==> config.mk <==
export PLATFORM = sky130hd
export DESIGN_NAME = seg_pipe_adder
export DESIGN_NICKNAME = d
export VERILOG_FILES = /design/src/rtl/seg_pipe_adder.sv
export SDC_FILE = /design/constraint.sdc
export NUM_CORES = 1
export LEC_CHECK = 0
export ABC_CLOCK_PERIOD_IN_PS = 3900
export BUFFER_PORTS_ARGS = -buffer_cell sky130_fd_sc_hd__buf_2
export CAP_MARGIN = 20
export CORE_MARGIN = 2
export CORE_UTILIZATION = 55
export DETAILED_ROUTE_END_ITERATION = 8
export PLACE_DENSITY = 0.75
export SYNTH_ARGS = -nofsm -noshare
export SYNTH_HDL_FRONTEND = slang
export SYNTH_SLANG_ARGS = --single-unit
==> constraint.sdc <==
create_clock -name clk -period 3.9 [get_ports clk]
set_clock_uncertainty 0.2 [all_clocks]
set_input_delay 0.585 -clock clk [delete_from_list [all_inputs] [get_ports clk]]
set_output_delay 0.585 -clock clk [all_outputs]
set_load 0.01 [all_outputs]
==> src/rtl/seg_pipe_adder.sv <==
// seg_pipe_adder
// Segmented, pipelined two-operand adder/subtractor with a valid/ready stream
// interface. Operands are registered in stage 0. Each of the SEGS adder stages
// then adds one SW-bit slice and passes its carry to the next stage. The last
// stage register holds the result, widened to OUT_WIDTH.
//
// Ports
//   clk        : clock; all state changes on the rising edge
//   nRST       : asynchronous active-low reset
//   in_valid   : A/B/sub are valid this cycle
//   in_ready   : the block accepts a transfer this cycle
//   A, B       : unsigned operands, WIDTH bits
//   sub        : 0 selects A+B, 1 selects A-B
//   out_valid  : Result holds a valid operation result
//   out_ready  : downstream accepts Result this cycle
//   Result     : zero-extended sum, or sign-extended (WIDTH+1)-bit difference
//
// Flow control is a single global stall. All stages advance together or all
// stages hold. Bubbles are never collapsed.
module seg_pipe_adder #(
    parameter int WIDTH     = 32,
    parameter int SEGS      = 4,
    parameter int OUT_WIDTH = 40
) (
    input  logic                 clk,
    input  logic                 nRST,
    input  logic                 in_valid,
    output logic                 in_ready,
    input  logic [WIDTH-1:0]     A,
    input  logic [WIDTH-1:0]     B,
    input  logic                 sub,
    output logic                 out_valid,
    input  logic                 out_ready,
    output logic [OUT_WIDTH-1:0] Result
);

    localparam int SW = WIDTH / SEGS;

    // Index i holds pipeline stage i (0 = input register, 1..SEGS-1 = adder
    // stages). The final adder stage is the output register res_q/out_vld_q.
    logic [SEGS-1:0]  vld_q, vld_d;
    logic [SEGS-1:0]  sub_q, sub_d;
    logic [SEGS-1:0]  cy_q, cy_d;
    logic [WIDTH-1:0] opa_q [SEGS];
    logic [WIDTH-1:0] opa_d [SEGS];
    logic [WIDTH-1:0] opb_q [SEGS];
    logic [WIDTH-1:0] opb_d [SEGS];
    logic [WIDTH-1:0] sum_q [SEGS];
    logic [WIDTH-1:0] sum_d [SEGS];

    logic                 out_vld_q, out_vld_d;
    logic [OUT_WIDTH-1:0] res_q, res_d;

    logic                 adv_s;
    logic [SW:0]          slice_s;
    logic [SW:0]          fin_s;
    logic [WIDTH-1:0]     fin_sum_s;
    logic [WIDTH:0]       raw_s;

    // Global advance: move the pipeline when the output slot is empty or is being drained.
    always_comb begin
        adv_s = out_ready | ~out_vld_q;
    end

    assign in_ready  = adv_s;
    assign out_valid = out_vld_q;
    assign Result    = res_q;

    // Next-state for every stage; each adder stage adds one slice of its predecessor's operands.
    always_comb begin
        vld_d     = '0;
        sub_d     = '0;
        cy_d      = '0;
        slice_s   = '0;
        for (int i = 0; i < SEGS; i++) begin
            opa_d[i] = '0;
            opb_d[i] = '0;
            sum_d[i] = '0;
        end

        // B is inverted up front. The carry-in of 1 completes the two's
        // complement of B.
        vld_d[0] = in_valid;
        sub_d[0] = sub;
        cy_d[0]  = sub;
        opa_d[0] = A;
        if (sub) begin
            opb_d[0] = ~B;
        end else begin
            opb_d[0] = B;
        end
        sum_d[0] = '0;

        for (int i = 1; i < SEGS; i++) begin
            slice_s = {1'b0, opa_q[i-1][(i-1)*SW +: SW]}
                    + {1'b0, opb_q[i-1][(i-1)*SW +: SW]}
                    + {{SW{1'b0}}, cy_q[i-1]};
            vld_d[i] = vld_q[i-1];
            sub_d[i] = sub_q[i-1];
            cy_d[i]  = slice_s[SW];
            opa_d[i] = opa_q[i-1];
            opb_d[i] = opb_q[i-1];
            sum_d[i] = sum_q[i-1];
            sum_d[i][(i-1)*SW +: SW] = slice_s[SW-1:0];
        end

        // The final stage adds the top slice. It then forms the widened result
        // directly, so the output register holds its final value.
        fin_s = {1'b0, opa_q[SEGS-1][(SEGS-1)*SW +: SW]}
              + {1'b0, opb_q[SEGS-1][(SEGS-1)*SW +: SW]}
              + {{SW{1'b0}}, cy_q[SEGS-1]};
        fin_sum_s = sum_q[SEGS-1];
        fin_sum_s[(SEGS-1)*SW +: SW] = fin_s[SW-1:0];

        // For subtraction, a missing final carry means a borrow. The borrow
        // becomes the sign bit of the (WIDTH+1)-bit difference.
        if (sub_q[SEGS-1]) begin
            raw_s = {~fin_s[SW], fin_sum_s};
            res_d = OUT_WIDTH'($signed(raw_s));
        end else begin
            raw_s = {fin_s[SW], fin_sum_s};
            res_d = OUT_WIDTH'(raw_s);
        end
        out_vld_d = vld_q[SEGS-1];
    end

    // Pipeline registers: cleared by reset, loaded all together on advance, otherwise held.
    always_ff @(posedge clk or negedge nRST) begin
        if (!nRST) begin
            vld_q     <= '0;
            sub_q     <= '0;
            cy_q      <= '0;
            for (int i = 0; i < SEGS; i++) begin
                opa_q[i] <= '0;
                opb_q[i] <= '0;
                sum_q[i] <= '0;
            end
            out_vld_q <= 1'b0;
            res_q     <= '0;
        end else if (adv_s) begin
            vld_q     <= vld_d;
            sub_q     <= sub_d;
            cy_q      <= cy_d;
            opa_q     <= opa_d;
            opb_q     <= opb_d;
            sum_q     <= sum_d;
            out_vld_q <= out_vld_d;
            res_q     <= res_d;
        end
    end

endmodule

### Word level (Yosys, flattened, before mapping)

Cells that the tools add are included.

* flip-flop bits (word level): 357
* input bits: 69
* output and inout port bits: 42
* word-level logic and storage cells: 30

* $add $sub $neg: 8
* muxes and demuxes: 2
* bitwise logic cells: 4

Operator list (count)
* $mux W40: 1
* $add A8 B8 Y9: 4
* $add A9 B1 Y9: 4
* $mux W32: 1
* $not A32 Y32: 1
* $not A1 Y1: 2
* $or A1 B1 Y1: 1

### Longest topological paths before layout

Gate-level depths: netlist of run 1.

* depth after elaboration: 4
* depth in mapped cells: 9
* gate-level depth less buffers: 9

### Worst setup path before layout of run 1

Ideal clock, no wire load.

* kind: reg-to-reg
* start: register cy_q[3]
* end: register res_q[32] (netlist: Result[32])
* library setup time: 0.077 ns
* data arrival time: 2.420 ns
* data required time: 3.623 ns
* slack: 1.203 ns
* cell stages (with the launch flop): 9
* buffers on the path: 0
* clock period less this slack: 2.697 ns
* cell sequence: dfrtp_1 -> fa_1 -> fa_1 -> a211oi_2 -> o21bai_1 -> a2111oi_0 -> or3_1 -> ha_1 -> a21oi_1

* longest elaborated chain between the ends: 3

RTL lines
* start, declared: line 43 `logic [SEGS-1:0] cy_q, cy_d;`
* start signal, assigned: line 143 `cy_q <= cy_d;`
* $add A9 B1 Y9 *: line 111 `+ {{SW{1'b0}}, cy_q[SEGS-1]};`
* $not A1 Y1: line 118 `raw_s = {~fin_s[SW], fin_sum_s};`
* $mux W40 *: line 117 `if (sub_q[SEGS-1]) begin`
* end signal, assigned: line 148 `res_q <= res_d;`
* end, declared: line 52 `logic [OUT_WIDTH-1:0] res_q, res_d;`

Mark *: on every way between the ends. The rest lies on a longest branch, timed or not.
A chain may end at the register's enable or synchronous reset.

### Worst setup path in the final report of run 1

Ends and elaborated chain as after synthesis.

==> results of run 1 <==
==> where the power goes <==
group	leakage (nW)	internal (mW)	total, mW	switching [mW]
registers	3.08	3.82	4.54	0.717
clock network	0.445	1.57	2.55	0.976
logic	3.04	1.65	3.96	2.31
==> area by class of cell <==
type	count	area share, %
multi-input combinational	898	35.3
inverter	1	0.0685
sequential	254	49.7
clock inverter	8	0.900
clock buffer	39	6.11
timing repair buffer	122	5.30
tap	270	2.64
==> worst min-delay path by stage <==
| stage | startpoint | to | slack (ns) | cells after the start |
|---|---|---|---|---|
| after global placement | vld_q[3] | vld_q[3] | 0.24 | 2 |
| after detailed placement | Result[8] | Result[8] | 0.25 | 2 |
| after floorplan | nRST | Result[0] | 0.09 | 0 |
| final | A[12] | opa_d[76] | 0.05 | 3 |
| after global routing | A[11] | opa_d[75] | 0.05 | 3 |
| after CTS | A[12] | opa_d[76] | 0.04 | 3 |
==> stage by stage <==
| step | setup WS [ns] | instances | hold slack, ns | utilization, % |
|---|---|---|---|---|
| after CTS | 0.793 | 1592 | 0.0396 | 63.4 |
| final | 0.785 | 1592 | 0.0521 | 63.4 |
| after floorplan | 1.20 | 1222 | 0.0894 | - |
| after detailed placement | 0.785 | 1544 | 0.251 | 58.9 |
| after global routing | 0.605 | 1592 | 0.0466 | 63.4 |
| after global placement | 1.09 | 1544 | 0.244 | 58.9 |
==> sequential cells by signal, indices dropped and copies added, names as in the netlist <==
name and cells:
cy_q 3, opb_d 72, opa_q 8, opb_q 8, vld_q 4, opa_d 72, Result 34, sub_q 4
sum_d 24, out_valid 1, fin_sum_s 24
==> worst max-delay path, cell delays in order (launching register included) <==
cell	delay, ns
dfrtp_1	0.40
fa_1	0.50
fa_1	0.45
a211oi_2	0.22
o21bai_1	0.13
a2111oi_0	0.58
or3_1	0.21
ha_1	0.22
a21oi_1	0.12
==> placed cells by master, fill, tap and decap left out, types with 10 or more instances in the layout <==
cell type,count
nand2_1,631
clkbuf_16,27
ha_1,29
xnor2_1,36
o21ai_0,61
nor3b_1,26
buf_2,109
a211oi_1,15
dfrtp_1,254
nor3_1,10
==> kinds of logic after synthesis <==
kind of cell	count (synthesis)	share of synthesized area [%]
AO/OA/AOI/OAI	128	7.37
AND/OR/NAND/NOR	689	24.5
adder cells (fa/ha/maj)	37	4.64
XOR/XNOR	36	2.80
buffers and inverters	70	3.54
multiplexers	8	0.711
flip-flops	254	56.4
==> routing by layer <==
layer / global-route usage (%) / wire length [um] / up-vias
met4: 4.95 / 408 / 0
met3: 2.61 / 924 / 30
li1: - / - / 4095
met2: 32.1 / 9910 / 126
met1: 31.4 / 10300 / 3858
met5: 0 / 0 / -
==> what timing repair did <==
item / in CTS / in global routing
endpoints found under the hold margin: 76 / 0
resized for setup: 0 / 0
hold buffers: 1 / 0
==> flow_metrics.py, run 1 <==
metrics = {
    "global_routing": {
        "grt_max_degree": 190,
        "grt_overflow_total": 0,
        "grt_usage_pct": 20.6,
        "grt_pass1_wl_mm": 37.0,
        "antenna_found_initial": 0,
        "grt_pass1_vias": 7667,
    },
    "pwr": {
        "power_density_mw_per_mm2": 864,
        "total_power_mw": 11.0,
        "p_leak_nw": 6.56,
        "irDropWorstVdd_mv": 0.422,
    },
    "sta": {
        "rsz0062_at_grt": "false",
        "finalMaxSlewViolations": 0,
        "report.final.hold_viol_count": 0,
        "setup_violations": 0,
        "period_needed_ns": 3.11,
        "finalCritPeriodShare_pct": 79.9,
        "max_freq_ghz": 0.321,
        "maxSlewHeadroom_pct": 30.8,
        "tightest_slew_ns": 1.04,
        "tns_ns": 0,
    },
    "worst_setup_path": {
        "crit_path_end": "Result[32]",
        "start_kind": "register",
        "crit_fanout": 3,
        "crit_type": "register to register",
        "timing.rr.start": "cy_q[3]",
        "ff2ff_setup_slack_ns": 0.79,
        "arrival_ns": 3.36,
        "required_ns": 4.15,
        "crit_start": "cy_q[3]",
        "reg2reg_depth": 8,
        "cp-end-kind": "register",
        "regToRegEndpoint": "Result[32]",
    },
    "cts": {
        "path_clk_slew_ns": 0.06,
        "cts_tree": "yes",
        "cts_setup_buffers": 0,
        "cts.htree.levels": 1,
        "clock_path_buffers": 3,
        "cts_sinks": 254,
        "clkLatencyLatePin_ns": 0.52,
        "cts-root-buf": "clkbuf_16",
        "cts-buffers-inserted": 26,
    },
    "synth": {
        "synth_cell_types": 36,
        "synth_cells": 1222,
        "netlist_top_cells_area": "dfrtp_1 56%, nand2_1 21%, ha_1 3.2%",
        "synth_top_area_cell": "dfrtp_1",
        "syn_avg_cell_area_um2": 9.22,
        "synth_area_mm2": 0.0113,
        "synth_most_common_cell": "nand2_1",
        "synth_enable_flop_cells": 0,
        "syn_nets": 1328,
        "ys_seq_area_share_pct": 56.4,
        "synth_common_cells": "631 x nand2_1, 254 x dfrtp_1, 61 x o21ai_0",
        "synthArstFlopShare_pct": 100,
        "ys_ff_latch": 254,
        "synthFlopType": "dfrtp_1",
        "yosys.area.top_type_share_pct": 56.4,
        "yosys_warnings": 0,
    },
    "job": {
        "maxCapViolCount": 0,
    },
    "final_layout": {
        "nFillCells": 1723,
        "antenna_cells": 0,
        "seq_area_mm2": 0.00636,
        "drive_gt1_share_pct": 12.6,
        "final_area_mm2": 0.0128,
        "nets": 1409,
        "multiInputGateArea_mm2": 0.00451,
        "area_delta_synth_final_pct": 13.5,
    },
    "detailed_routing": {
        "vias": 8109,
        "drtAntennaViolNets": 0,
        "drt_wl_total_mm": 21.6,
        "drc": 0,
        "drtPass1Iterations": 4,
        "wire_per_inst_um": 13.5,
        "viasPerCell": 5.09,
        "drt_iter0_drc": 604,
    },
    "placed_design": {
        "place_area_mm2": 0.0119,
        "place.gp.congestion": 0.823,
        "io_buffers": 110,
        "hpwl_mm": 14.2,
    },
    "outcome": {
        "status": "finished clean",
    },
    "die": {
        "die_w_um": 147,
        "rows": 52,
        "ioPinCount": 111,
        "core_area_mm2": 0.0202,
        "die_area_mm2": 0.0216,
        "initial_core_util_pct": 55.8,
        "die_h_um": 147,
    },
    "min_path": {
        "hold_class": "primary input to register",
    },
}
Note: power is estimated with default switching activity, not from simulation.
==> inputs of run 2 (changes only) <==
Settings changed: ABC_CLOCK_PERIOD_IN_PS 3900 to 3100.
Clock period 3.9 ns to 3.1 ns, I/O delays scaled along.
==> run 2 against run 1 <==
- non-clock buffer count up 34
- sequential cell count stayed put
- critical path depth unchanged
- via count increased by 2.8%
- largest power group unchanged
==> flow_metrics.py, run 2 (synthesized netlist as in run 1, its figures left out) <==
metrics = {
    "pwr": {
        "internal_power_mw": 8.77,
        "swShare_pct": 36.7,
        "seqPwrFrac_pct": 41.0,
        "switchingPower_mw": 5.09,
        "irDropWorstVdd_mv": 0.552,
        "p_clk_share_pct": 21.8,
        "power_density_mw_per_mm2": 1060,
        "p_leak_nw": 6.67,
        "pwr-share-comb_pct": 37.3,
    },
    "final_layout": {
        "nFillCells": 1640,
        "drive_gt1_share_pct": 11.9,
        "mostFrequentLayoutCells": "631 x nand2_1, 254 x dfrtp_1, 109 x buf_2, 61 x o21ai_0, 36 x xnor2_1",
        "utilization_pct": 64.9,
        "area_delta_synth_final_pct": 16.2,
        "nets": 1443,
        "antenna_cells": 0,
        "final_common_cell": "nand2_1",
    },
    "worst_setup_path": {
        "arrival_ns": 3.19,
        "start_kind": "register",
        "reg2reg_depth": 8,
        "required_ns": 3.34,
        "timing.rr.start": "cy_q[3]",
        "ff2ff_setup_slack_ns": 0.15,
        "crit_type": "register to register",
        "crit_fanout": 3,
        "regToRegEndpoint": "Result[32]",
        "cp-end-kind": "register",
    },
    "placed_design": {
        "hpwl_mm": 14.6,
        "io_buffers": 110,
        "place.gp.congestion": 0.867,
    },
    "cts": {
        "cts_tree": "yes",
        "cts_sinks": 254,
        "cts.htree.levels": 1,
        "cts-root-buf": "clkbuf_16",
        "clkLatencyLatePin_ns": 0.52,
        "cts-buffers-inserted": 26,
        "clock_path_buffers": 3,
        "cts_resized": 0,
        "path_clk_slew_ns": 0.06,
        "ctsHoldBuffers": 34,
        "cts_setup_buffers": 0,
    },
    "outcome": {
        "status": "finished clean",
    },
    "sta": {
        "period_needed_ns": 2.95,
        "report.final.hold_viol_count": 0,
        "max_freq_ghz": 0.340,
        "finalMaxSlewViolations": 0,
        "tightest_slew_ns": 0.796,
        "finalCritPeriodShare_pct": 95.0,
        "tns_ns": 0,
        "hold_slack_ns": 0.0282,
        "maxSlewHeadroom_pct": 46.9,
        "rsz0062_at_grt": "false",
        "setup_violations": 0,
    },
    "global_routing": {
        "grt_overflow_total": 0,
        "antenna_found_initial": 0,
        "grt_pass1_vias": 7883,
        "grt_usage_pct": 21.4,
        "grt_pass1_wl_mm": 38.4,
        "grt_max_degree": 100,
    },
    "job": {
        "maxCapViolCount": 0,
    },
    "detailed_routing": {
        "vias": 8337,
        "drtAntennaViolNets": 0,
        "viasPerCell": 5.15,
        "wire_per_inst_um": 13.9,
        "drtPass1Iterations": 5,
        "drt_iter0_drc": 505,
        "drc": 0,
        "drt_wl_total_mm": 22.4,
    },
    "min_path": {
        "holdPathStages": 3,
        "worstHoldStart": "B[24]",
        "min_to": "opb_d[88]",
        "hold_class": "primary input to register",
    },
    "die": {
        "core_area_mm2": 0.0202,
        "initial_core_util_pct": 55.8,
        "die_h_um": 147,
        "ioPinCount": 111,
        "rows": 52,
        "die_w_um": 147,
        "die_area_mm2": 0.0216,
    },
}
-- run 2: power groups by stage --
stage / Clock, mW / Combinational, mW / Sequential (mW)
finish: 3.02 / 5.16 / 5.68
global route: 3.22 / 5.90 / 5.86
CTS: 3.08 / 5.20 / 5.68
detailed placement: 0 / 5.10 / 5.72
global placement: 0 / 4.93 / 5.66
floorplan: 0 / 3.84 / 5.59
-- run 2: critical path, stage by stage (launching register included) --
cell and delay (ns):
dfrtp_1 0.40, fa_1 0.48, fa_1 0.46, a211oi_2 0.24
o21bai_1 0.15, a2111oi_0 0.42, or3_1 0.18, ha_1 0.22
a21oi_1 0.12
-- run 2: through the flow --
step | instance area [um^2] | setup WS [ns] | cells | power (mW)
after global routing | 13100 | 0.0501 | 1618 | 15.0
after detailed placement | 11900 | 0.230 | 1545 | 10.8
after CTS | 13100 | 0.154 | 1618 | 14.0
after floorplan | 11300 | 0.403 | 1222 | 9.43
final | 13100 | 0.155 | 1618 | 13.9
after global placement | 11900 | 0.293 | 1545 | 10.6
-- run 2: worst max path at each step --
stage               slack, ns    endpoint  startpoint
CTS                      0.15  Result[32]     cy_q[3]
global route             0.05  Result[32]     cy_q[3]
finish                   0.15  Result[32]     cy_q[3]
global placement         0.29  Result[32]     cy_q[3]
detailed placement       0.23  Result[32]     cy_q[3]
floorplan                0.40  Result[32]     cy_q[3]
-- run 2: metal layers --
metal	GRT usage (%)	vias up	share of wire [%]
met2	33.8	189	46
li1	-	4162	-
met1	31.9	3947	48
met3	3.17	39	4.7
met4	4.90	0	2.0
met5	0	-	0
-- run 2: final cells by class --
cell class / instances / area, um^2 / share of cell area [%]
Inverter: 1 / 8.76 / 0.0669
Tap cell: 270 / 338 / 2.58
Sequential cell: 254 / 6360 / 48.6
Timing Repair Buffer: 156 / 1070 / 8.14
Clock buffer: 37 / 753 / 5.75
Multi-Input combinational cell: 898 / 4510 / 34.4
Clock inverter: 2 / 60.1 / 0.459
==> inputs of run 3 (changes only) <==
Settings changed: CORE_MARGIN 2 to 1.5, GPL_ROUTABILITY_DRIVEN from default to 0.
==> run 3 against run 2 <==
- power is 1.2% higher
- routed wire length down 0.70%
- combinational power shrank 2%
- critical path type unchanged
- critical path depth is the same
==> flow_metrics.py, run 3 (synthesized netlist as in run 1, its figures left out) <==
metrics = {
    "outcome": {
        "status": "finished clean",
    },
    "die": {
        "die_h_um": 146,
        "initial_core_util_pct": 55.8,
        "die_w_um": 146,
        "die_area_mm2": 0.0213,
        "rows": 52,
        "ioPinCount": 111,
        "core_area_mm2": 0.0202,
    },
    "placed_design": {
        "io_buffers": 110,
        "hpwl_mm": 14.7,
        "dp_slack_ns": 0.247,
        "placed_cells": 1551,
    },
    "global_routing": {
        "grt_usage_pct": 21.6,
        "antenna_found_initial": 0,
        "grt_pass1_vias": 7994,
        "grt_max_degree": 94,
        "grt_overflow_total": 0,
        "grt_pass1_wl_mm": 38.5,
    },
    "worst_setup_path": {
        "required_ns": 3.35,
        "arrival_ns": 3.10,
        "crit_type": "register to register",
        "crit_fanout": 3,
        "cp-end-kind": "register",
        "reg2reg_depth": 8,
        "ff2ff_setup_slack_ns": 0.25,
        "start_kind": "register",
    },
    "pwr": {
        "power_density_mw_per_mm2": 1060,
        "seqPwrFrac_pct": 40.6,
        "irDropWorstVdd_mv": 0.554,
        "switchingPower_mw": 5.10,
        "internal_power_mw": 8.92,
        "p_clk_share_pct": 23.2,
        "swShare_pct": 36.4,
        "pwr-share-comb_pct": 36.2,
        "total_power_mw": 14.0,
        "p_leak_nw": 6.75,
    },
    "cts": {
        "path_clk_slew_ns": 0.06,
        "cts_resized": 0,
        "clkLatencyLatePin_ns": 0.52,
        "cts_tree": "yes",
        "cts_setup_buffers": 0,
        "cts.htree.levels": 1,
        "cts_sinks": 254,
        "clock_path_buffers": 3,
        "ctsHoldBuffers": 34,
        "cts-buffers-inserted": 26,
        "cts-root-buf": "clkbuf_16",
    },
    "sta": {
        "finalCritPeriodShare_pct": 92.1,
        "rsz0062_at_grt": "false",
        "finalMaxSlewViolations": 0,
        "tightest_slew_ns": 0.626,
        "max_freq_ghz": 0.350,
        "setup_violations": 0,
        "layout_setup_ws_ns": 0.246,
        "maxSlewHeadroom_pct": 58.2,
        "tns_ns": 0,
        "report.final.hold_viol_count": 0,
        "period_needed_ns": 2.85,
    },
    "detailed_routing": {
        "drt_wl_total_mm": 22.3,
        "drt_iter0_drc": 520,
        "drtPass1Iterations": 5,
        "wire_per_inst_um": 13.7,
        "viasPerCell": 5.06,
        "drc": 0,
        "vias": 8267,
        "drtAntennaViolNets": 0,
    },
    "final_layout": {
        "final_common_cell": "nand2_1",
        "area_delta_synth_final_pct": 17.1,
        "drive_gt1_share_pct": 13.0,
        "nets": 1449,
        "utilization_pct": 65.4,
        "mostFrequentLayoutCells": "631 x nand2_1, 254 x dfrtp_1, 109 x buf_2, 61 x o21ai_0, 36 x xnor2_1",
        "stdcell_count": 1633,
        "nFillCells": 1668,
        "antenna_cells": 0,
    },
    "min_path": {
        "holdPathStages": 3,
        "hold_class": "primary input to register",
    },
    "job": {
        "maxCapViolCount": 0,
    },
}
## run 3: worst paths after layout
kind,start,end
max,cy_q[3],Result[32]
min,B[2],opb_d[66]
max reg2reg,cy_q[3],Result[32]
min reg2reg,Result[1],Result[1]
max in group asynchronous,nRST,opb_d[46]
min in group asynchronous,nRST,fin_sum_s[2]
## run 3: power by group through the flow
stage          clock [mW]  sequential (mW)  combinational [mW]
6_report             3.25             5.70                5.07
5_1_grt              3.45             5.88                5.83
4_1_cts              3.31             5.69                5.12
3_5_place_dp            0             5.74                5.04
3_3_place_gp            0             5.69                4.88
2_1_floorplan           0             5.59                3.84
## run 3: stage by stage
step	instance area, um^2	hold WS [ns]
final	13200	0.0293
after global routing	13200	0.0246
after CTS	13200	0.0117
after detailed placement	11900	0.251
after global placement	11900	0.246
after floorplan	11300	-0.0306
## run 3: critical path, stage by stage (launching register included)
cell	delay [ns]
dfrtp_1	0.40
fa_1	0.48
fa_1	0.45
a211oi_2	0.23
o21bai_1	0.13
a2111oi_0	0.39
or3_1	0.18
ha_1	0.22
a21oi_1	0.12
## run 3: final cells by class
class                   instances  area, um^2  share of cell area, %
clock buffers                  37         773                   5.86
clock inverters                11         134                   1.01
inverters                       1        8.76                 0.0664
multi-input cells             898        4510                   34.2
flip-flops and latches        254        6360                   48.2
well taps                     270         338                   2.56
repair buffers                162        1070                   8.14
## run 3: routing by layer
metal  vias to the layer above  part of all wire (%)  global-route usage (%)
met2                       163                    46                    34.0
met5                         -                     0                       0
met3                        26                   4.1                    2.91
li1                       4175                     -                       -
met1                      3903                    49                    32.6
met4                         0                   1.2                    4.29
